**src/rtl/clock_time_cnt.sv**
```systemverilog
// Timekeeping stage: divides the system clock down to a 1 Hz tick and blink mask,
// and keeps BCD hour/min/sec counters driven by the tick and ctrl_gen's set pulses.
module clock_time_cnt #(
    parameter int CLK_FREQ = 100_000_000,
    parameter int HALF     = CLK_FREQ / 2
) (
    input  logic       clk,
    input  logic       rst,
    input  logic       hour_inc,
    input  logic       min_inc,
    input  logic       sec_rst,
    output logic       en_1hz,
    output logic       mask_1hz,
    output logic [7:0] sec_bcd,
    output logic [7:0] min_bcd,
    output logic [7:0] hour_bcd
);

    localparam int PW = (CLK_FREQ > 1) ? $clog2(CLK_FREQ) : 1;
    localparam logic [PW-1:0] TERM_CNT = PW'(CLK_FREQ - 1);
    localparam logic [PW-1:0] HALF_CNT = PW'(HALF);

    logic [PW-1:0] presc_q, presc_d;
    logic          en_q, en_d;
    logic          mask_q, mask_d;
    logic [7:0]    sec_q, sec_d;
    logic [7:0]    min_q, min_d;
    logic [7:0]    hour_q, hour_d;

    logic tick;
    logic sec_carry;
    logic min_step;
    logic min_carry;
    logic hour_step;

    // Two-digit BCD increment wrapping 59 -> 00.
    function automatic logic [7:0] bcd_inc_60(input logic [7:0] v);
        logic [7:0] r;
        if (v[3:0] == 4'd9) begin
            r[3:0] = 4'd0;
            r[7:4] = (v[7:4] == 4'd5) ? 4'd0 : v[7:4] + 4'd1;
        end else begin
            r[3:0] = v[3:0] + 4'd1;
            r[7:4] = v[7:4];
        end
        return r;
    endfunction

    // Two-digit BCD increment wrapping 23 -> 00.
    function automatic logic [7:0] bcd_inc_24(input logic [7:0] v);
        logic [7:0] r;
        if (v == 8'h23) begin
            r = 8'h00;
        end else if (v[3:0] == 4'd9) begin
            r = {v[7:4] + 4'd1, 4'd0};
        end else begin
            r = {v[7:4], v[3:0] + 4'd1};
        end
        return r;
    endfunction

    always_comb begin
        tick      = (presc_q == TERM_CNT);
        // sec_rst overrides the tick, so a coincident 59 produces no minute carry.
        sec_carry = tick && !sec_rst && (sec_q == 8'h59);
        min_step  = min_inc || sec_carry;
        min_carry = sec_carry && (min_q == 8'h59);
        hour_step = hour_inc || min_carry;

        presc_d = presc_q + PW'(1);
        if (sec_rst || tick) begin
            presc_d = '0;
        end

        en_d   = tick;
        mask_d = (presc_q >= HALF_CNT);

        sec_d = sec_q;
        if (sec_rst) begin
            sec_d = 8'h00;
        end else if (tick) begin
            sec_d = bcd_inc_60(sec_q);
        end

        min_d = min_q;
        if (min_step) begin
            min_d = bcd_inc_60(min_q);
        end

        hour_d = hour_q;
        if (hour_step) begin
            hour_d = bcd_inc_24(hour_q);
        end
    end

    always_ff @(posedge clk or posedge rst) begin
        if (rst) begin
            presc_q <= '0;
            en_q    <= 1'b0;
            mask_q  <= 1'b0;
            sec_q   <= 8'h00;
            min_q   <= 8'h00;
            hour_q  <= 8'h00;
        end else begin
            presc_q <= presc_d;
            en_q    <= en_d;
            mask_q  <= mask_d;
            sec_q   <= sec_d;
            min_q   <= min_d;
            hour_q  <= hour_d;
        end
    end

    assign en_1hz   = en_q;
    assign mask_1hz = mask_q;
    assign sec_bcd  = sec_q;
    assign min_bcd  = min_q;
    assign hour_bcd = hour_q;

endmodule

```
**config.mk**
```make
export PLATFORM = sky130hd
export DESIGN_NAME = clock_time_cnt
export DESIGN_NICKNAME = d
export VERILOG_FILES = /design/src/rtl/clock_time_cnt.sv
export SDC_FILE = /design/constraint.sdc
export NUM_CORES = 1
export LEC_CHECK = 0
export ABC_AREA = 1
export BUFFER_PORTS_ARGS = -buffer_cell sky130_fd_sc_hd__buf_2
export CAP_MARGIN = 0
export CORE_MARGIN = 4
export CORE_UTILIZATION = 60
export CTS_CLUSTER_DIAMETER = 40
export DETAILED_ROUTE_END_ITERATION = 6
export PLACE_DENSITY = 0.81
export SLEW_MARGIN = 20
export SYNTH_ARGS = -nofsm -noshare
export SYNTH_HDL_FRONTEND = slang
export SYNTH_SLANG_ARGS = --single-unit
export TNS_END_PERCENT = 1
```
**constraint.sdc**
```tcl
create_clock -name clk -period 2.41 [get_ports clk]
set_input_delay 0.3615 -clock clk [delete_from_list [all_inputs] [get_ports clk]]
set_output_delay 0.3615 -clock clk [all_outputs]
set_load 0.01 [all_outputs]
```
==> metrics.md, run 1 <==
| Metric | Value |
|---|---|
| Peak supply drop | `a little under 0.4 mV` |
| Sequential cell area fraction in the yosys report | `around 43%` |
| GRT Residual Overflow | `0` |
| Largest net degree at the start of global routing | `54` |
| Fin util | `between 70% and 80%` |
| Final setup margin | `0.451 ns` |
| Met1 GRT Util | `31.1%` |
| Most frequent cells in the layout | `nand2_1 (93), nor2_1 (72), dfrtp_1 (53)` |
| Fin Hold WS | `about 0.22 ns` |
| MaxCap Viol Count | `0` |
| Endpoints failing setup | `0` |
| Mapped cell area | `0.00312 mm^2` |
| Pre-CTS WS | `0.488 ns` |
| Unique masters post-synth | `34` |
| Worst EP required | `2.60 ns` |
| Die Y | `between 80 and 90 um` |
| Final Max Slew Viols | `0` |
| Clock-pin slew on the worst setup and hold paths | `around 0.090 ns` |
| Post-CTS Setup Repair Bufs | `0` |
| Global-route wire length before repair | `~11000 um` |
| Slew @ Worst Pin | `between 0.6 and 0.7 ns` |
| Clock buffer depth | `2` |
| Die footprint | `between 0.006 and 0.007 mm^2` |
| Vias per cell | `around 5.3` |
| CP Launch Type | `register` |
| DRC Markers | `0` |
| Crit share post-route | `81.3%` |
| Initial DRT Pass Iterations | `5` |
| Dpl cell area | `approximately 0.0033 mm^2` |
| Clock Tree Root | `clkbuf_8` |
| Syn. warnings | `0` |
| Fin crit period | `1.96 ns` |
| Port bufs | `30` |
| Dpl cells | `between 400 and 500` |
| Number of antenna diodes | `0` |
| Syn Nets | `~410` |
| Initial Utilization | `63.9%` |
| Critical Path Sink Type | `register` |
| GR peak layer | `met2` |
| Fillers | `between 400 and 500` |
| Final hold vios | `0` |
| Skew-Pair Late Insertion Delay | `0.30 ns` |
| Final Net Count | `between 400 and 500` |
| Ports | `31` |
| Hold/Removal Path Class | `in2async` |
| Initial DRC count | `roughly 180` |
| Critical R2R Launch | `sec_bcd[1]` |
| Worst clock skew | `~0.0076 ns` |
| Total negative slack | `0 ns` |
| Most common cell after layout, fill and taps aside | `nand2_1` |
| TritonCTS clock tree | `yes` |
| Vias in the first global route | `about 2500` |
| RSZ-0062 raised after global routing | `false` |
| Core Area | `0.00488 mm^2` |
| Fmax | `510 MHz` |
| Die Wd | `approximately 80 um` |
| Via count | `between 2000 and 3000` |
| Antenna violations before repair | `0` |
| Non-Filler Instances | `500` |
| R2r setup slk | `about 0.45 ns` |
| Post_cts resized | `0` |
| Post-synthesis cell count | `398` |
| LEAKAGE | `around 1.6 nW` |
| R2r endpoint | `hour_bcd[5]` |
| Run status | `finished clean` |
| # hold bufs at CTS | `0` |
| Num CTS Buffers | `5` |
| WL final | `~6300 um` |
| Worst setup path class | `reg2reg` |
| Yosys reg bits | `53` |
| CP arrival | `~2.2 ns` |
| ANT nets after route | `0` |
| DR WL/cell | `about 13 um` |
| Met3 GRT Util | `around 4.3%` |
| Worst reg2reg path depth | `11` |
| Cell Rows | `25` |
| Clk sinks | `53` |
| Met2 usage | `between 30% and 40%` |
| CP max FO | `11` |
| Post-route cell area | `roughly 0.0034 mm^2` |
| Gr usage total | `between 20% and 30%` |
| Layout cell share with drive strength beyond 1 | `between 10 and 15%` |
| H-tree depth | `2` |
| Headroom to the max-slew limit | `a little under three fifths` |
| PwrDens | `between 600 and 700 mW/mm^2` |
| Layout area overhead | `10.2%` |
| Final HPWL DP | `4710 um` |
| Total Power | `roughly 2.2 mW` |
| Synthesized area per cell | `just under 8 um^2` |
| Routability cong. | `slightly below 1` |
worst max-delay path by stage:
stage / startpoint / slack [ns] / to / depth (start not counted)
after floorplan: rst / 0.76 / en_1hz / 1
after global placement: sec_bcd[1] / 0.60 / hour_bcd[7] / 11
after detailed placement: sec_bcd[1] / 0.49 / hour_bcd[5] / 11
after CTS: sec_bcd[1] / 0.42 / hour_bcd[5] / 11
after global routing: sec_bcd[1] / 0.20 / hour_bcd[5] / 11
final: sec_bcd[1] / 0.45 / hour_bcd[5] / 11
metal layers:
| metal | vias to the layer above | wire length, um |
|---|---|---|
| met5 | - | 0 |
| met4 | 0 | 59 |
| met3 | 8 | 317 |
| met2 | 80 | 2930 |
| met1 | 1240 | 3040 |
| li1 | 1342 | - |
power breakdown:
group	switching, mW	internal, mW	total [mW]
registers	0.132	0.988	1.12
logic	0.298	0.209	0.506
clock network	0.274	0.302	0.576
kinds of logic (layout without fill, tap and decap cells):
logic type / after synthesis / in the layout / synth area share, %
flip-flops: 53 / 53 / 42.5
AO/OA/AOI/OAI: 23 / 23 / 4.37
buffers and inverters: 47 / 82 / 6.30
AND/OR/NAND/NOR: 240 / 240 / 35.8
adder cells (fa/ha/maj): 10 / 10 / 4.01
XOR/XNOR: 25 / 25 / 7.02
critical path: stages (launching register included):
cell	delay, ns
dfrtp_1	0.41
inv_1	0.11
ha_1	0.16
nand2_1	0.06
nor2_2	0.16
nand2_1	0.10
nor2_1	0.18
nand4_2	0.17
nand2_2	0.20
nand2_1	0.14
nand2_1	0.10
nand2_1	0.06
layout make-up:
cell class | count | area, um^2 | area share, %
clock buffers | 5 | 68.8 | 2.00
clock inverters | 2 | 35.0 | 1.02
inverters | 43 | 161 | 4.70
multi-input cells | 298 | 1600 | 46.5
flip-flops and latches | 53 | 1330 | 38.6
well taps | 67 | 83.8 | 2.44
repair buffers | 32 | 165 | 4.81
synth_stat cells (all sizes together):
master | count | area share (%)
inv | 43 | 5.2
a21oi | 3 | 0.48
ha | 10 | 4.0
nand4 | 10 | 2.2
nor3 | 13 | 2.2
xor2 | 18 | 5.1
o22ai | 1 | 0.20
o21ai | 13 | 2.2
nor3b | 4 | 0.96
o31ai | 1 | 0.40
nand2 | 99 | 13
a31oi | 3 | 0.60
nor2 | 79 | 11
a211oi | 1 | 0.24
or2 | 1 | 0.20
buf | 4 | 1.1
dfrtp | 53 | 43
nor4 | 3 | 0.60
xnor2 | 7 | 2.0
o211ai | 1 | 0.24
nand3b | 1 | 0.24
nand3 | 30 | 5.3
registers in the layout, summed over array words and instances (netlist names):
name      cells
mask_1hz      1
presc_q      27
min_bcd       8
hour_bcd      8
sec_bcd       8
en_1hz        1
No activity file was read; power rests on OpenSTA's default activity.
==> inputs of run 2 (changes only) <==
Settings changed: ABC_AREA 1 to 0, CORE_UTILIZATION 60 to 58, PLACE_DENSITY 0.81 to 0.79.
Clock period 2.41 ns to 1.9 ns, I/O delays scaled along.
==> run 2 against run 1 <==
  * The run now ends with negative setup slack left
  * Global-route usage increased by 0.40 points
  * Cell count decreased by 17%
  * Sequential power increased by 29%
==> metrics.md, run 2 <==
| Metric | Value |
|---|---|
| Yosys reg bits | `53 (unchanged)` |
| WL final | `5990 um (-5.6%)` |
| Headroom to the max-slew limit | `67.7% (+11 points)` |
| Core Area | `0.00444 mm^2 (-8.9%)` |
| Syn Nets | `291 (-30%)` |
| Largest Register | `presc_q` |
| Final setup margin | `-0.173 ns (-0.624 ns)` |
| Fin crit period | `2.07 ns (+0.114 ns)` |
| Synthesized area per cell | `9.87 um^2 (+26%)` |
| Most numerous cell in the Yosys netlist | `dfrtp_1` |
| Vias per cell | `5.52 (+3.4%)` |
| R2r endpoint | `hour_bcd[3]` |
| Area leader, netlist | `dfrtp_1` |
| Clock Tree Root | `clkbuf_8` |
| Peak supply drop | `0.816 mV (+110%)` |
| Crit share post-route | `109% (+28 points)` |
| Critical Path Sink Type | `register` |
| Fillers | `271 (-36%)` |
| Die Wd | `76.5 um (-4.5%)` |
| Initial DRC count | `177 (unchanged)` |
| Critical R2R Launch | `presc_q[12]` |
| EDFF count, synth | `0 (unchanged)` |
| Gr usage total | `22.3% (+0.40 points)` |
| Syn. warnings | `0 (unchanged)` |
| Total Power | `3.08 mW (+40%)` |
| Final Max Slew Viols | `0 (unchanged)` |
| Skew-Pair Late Insertion Delay | `0.31 ns (about the same)` |
| CP arrival | `2.32 ns (+0.17 ns)` |
| Post-synthesis cell count | `276 (-31%)` |
| Post-synth top area share | `48.7% (+6.2 points)` |
| H-tree depth | `2 (unchanged)` |
| DR WL/cell | `14.5 um (+14%)` |
| Final hold vios | `0 (unchanged)` |
| RSZ-0062 raised after global routing | `true` |
| Final HPWL DP | `4200 um (-11%)` |
| Routability cong. | `0.853 (-11%)` |
| Worst clock skew | `0.00891 ns (+0.00133 ns)` |
| Vias in the first global route | `2358 (-7.0%)` |
| Largest net degree at the start of global routing | `33 (-39%)` |
| Hold/Removal Path Class | `in2reg` |
| Fmax | `482 MHz (-5.5%)` |
| Fin util | `79.6% (+9.2 points)` |
| Cell Rows | `24 (-4.0%)` |
| Endpoints failing setup | `26 (+26)` |
| Slew @ Worst Pin | `0.484 ns (-0.161 ns)` |
| Primary FF master, synth | `dfrtp_1` |
| Clock-pin slew on the worst setup and hold paths | `0.09 ns (about the same)` |
| Run status | `complete, but fails checks` |
| Initial DRT Pass Iterations | `4 (-1)` |
| Antenna violations before repair | `0 (unchanged)` |
| Worst setup path class | `reg2reg` |
| Final Net Count | `377 (-16%)` |
| CP startpoint | `presc_q[12]` |
| CP Launch Type | `register` |
| Most frequent cells in the layout | `dfrtp_1 (53), buf_4 (51), nor2_1 (42)` |
| Clk sinks | `53 (unchanged)` |
| DRC Markers | `0 (unchanged)` |
| Post-CTS Setup Repair Bufs | `0 (unchanged)` |
| Worst reg2reg path depth | `6 (-5)` |
| MaxCap Viol Count | `0 (unchanged)` |
| Layout area overhead | `29.9%` |
| Port bufs | `30 (unchanged)` |
| Die Y | `76.5 um (-4.5%)` |
| Ports | `31 (unchanged)` |
| GRT Residual Overflow | `0 (unchanged)` |
| Failing checks | `negative setup slack` |
| Die footprint | `0.00586 mm^2 (-8.7%)` |
| ANT nets after route | `0 (unchanged)` |
| Unique masters post-synth | `44 (+29%)` |
| Fin Hold WS | `0.310 ns (+0.0936 ns)` |
| Global-route wire length before repair | `10600 um (-6.6%)` |
| Number of antenna diodes | `0 (unchanged)` |
| R2r setup slk | `-0.17 ns (-0.62 ns)` |
| Sequential cell area fraction in the yosys report | `48.7% (+6.2 points)` |
| Top cells by area, synth | `dfrtp_1 (49%), xor2_1 (6.4%), nor2_1 (5.8%)` |
| Synth top cells by count | `dfrtp_1 (53), nor2_1 (42), nand2_1 (21), xor2_1 (20), nand3_1 (18)` |
| Clock buffer depth | `2 (unchanged)` |
| Most common cell after layout, fill and taps aside | `dfrtp_1` |
| Max FFs per register | `27 (unchanged)` |
| LEAKAGE | `1.71 nW (+4.8%)` |
| Layout cell share with drive strength beyond 1 | `30.9% (+17 points)` |
| Crit path to | `hour_bcd[3]` |
| PwrDens | `870 mW/mm^2 (+36%)` |
| TritonCTS clock tree | `yes` |
| Via count | `2286 (-14%)` |
| Worst EP required | `2.15 ns (-0.45 ns)` |
| CP max FO | `5 (-6)` |
| Initial Utilization | `61.3% (-2.6 points)` |
| Ys async rst share | `100% (unchanged)` |
| Num CTS Buffers | `5 (unchanged)` |
| Mapped cell area | `0.00272 mm^2 (-13%)` |
-- run 2: per-stage QoR --
step                worst slack [ns]  TNS, ns  cell area (um^2)  instances
floorplan                    -0.0498   -0.169              2730        276
global placement              -0.104   -0.522              3350        406
detailed placement            -0.290    -2.73              3350        406
CTS                           -0.183    -1.91              3510        414
global route                  -0.327    -7.30              3540        414
finish                        -0.173    -1.18              3540        414
-- run 2: report_power, final --
part | internal, mW | switching (mW)
combinational | 0.480 | 0.504
sequential | 1.29 | 0.163
clock | 0.290 | 0.352
-- run 2: final cells by class --
cell class | instances | area [um^2] | area share [%]
multi-input cells | 204 | 1410 | 39.8
inverters | 12 | 45.0 | 1.27
repair buffers | 86 | 606 | 17.1
clock buffers | 7 | 86.3 | 2.44
well taps | 52 | 65.1 | 1.84
flip-flops and latches | 53 | 1330 | 37.5
-- run 2: timing repair --
| action | CTS | global route |
|---|---|---|
| hold endpoints to repair | 21 | 0 |
| setup endpoints to repair | 48 | 51 |
| pin swaps | 13 | 5 |
| gates resized for setup | 12 | 10 |
| hold buffers | 1 | 0 |
-- run 2: worst min-delay path by stage --
stage	from	slack, ns	to	depth (start not counted)
2_1_floorplan	sec_rst	0.35	sec_bcd[3]	1
6_report	sec_rst	0.31	sec_bcd[3]	3
3_3_place_gp	rst	0.33	hour_bcd[0]	2
5_1_grt	sec_rst	0.31	sec_bcd[3]	3
3_5_place_dp	rst	0.33	hour_bcd[1]	2
4_1_cts	sec_rst	0.29	sec_bcd[3]	3
-- run 2: worst max-delay path: stages, from the launching register on --
cell	delay (ns)
dfrtp_1	0.39
nor4b_2	0.28
nand3b_1	0.15
nor4_4	0.40
a31oi_4	0.16
or4b_1	0.54
nand3_1	0.10
-- run 2: logic make-up (layout without fill, tap and decap cells) --
family | count (synthesis) | count (layout) | share of synthesized area [%]
flip-flops | 53 | 53 | 48.7
multiplexers | 4 | 4 | 1.56
AO/OA/AOI/OAI | 34 | 34 | 7.35
adder cells (fa/ha/maj) | 10 | 10 | 4.59
XOR/XNOR | 31 | 31 | 9.97
buffers and inverters | 19 | 105 | 2.94
AND/OR/NAND/NOR | 125 | 125 | 24.9
-- run 2: layer usage --
metal  GRT usage, %  routed length, um
met1           27.1               2580
met5              0                  0
met3           4.61                256
met4           9.60                132
met2           38.3               3020
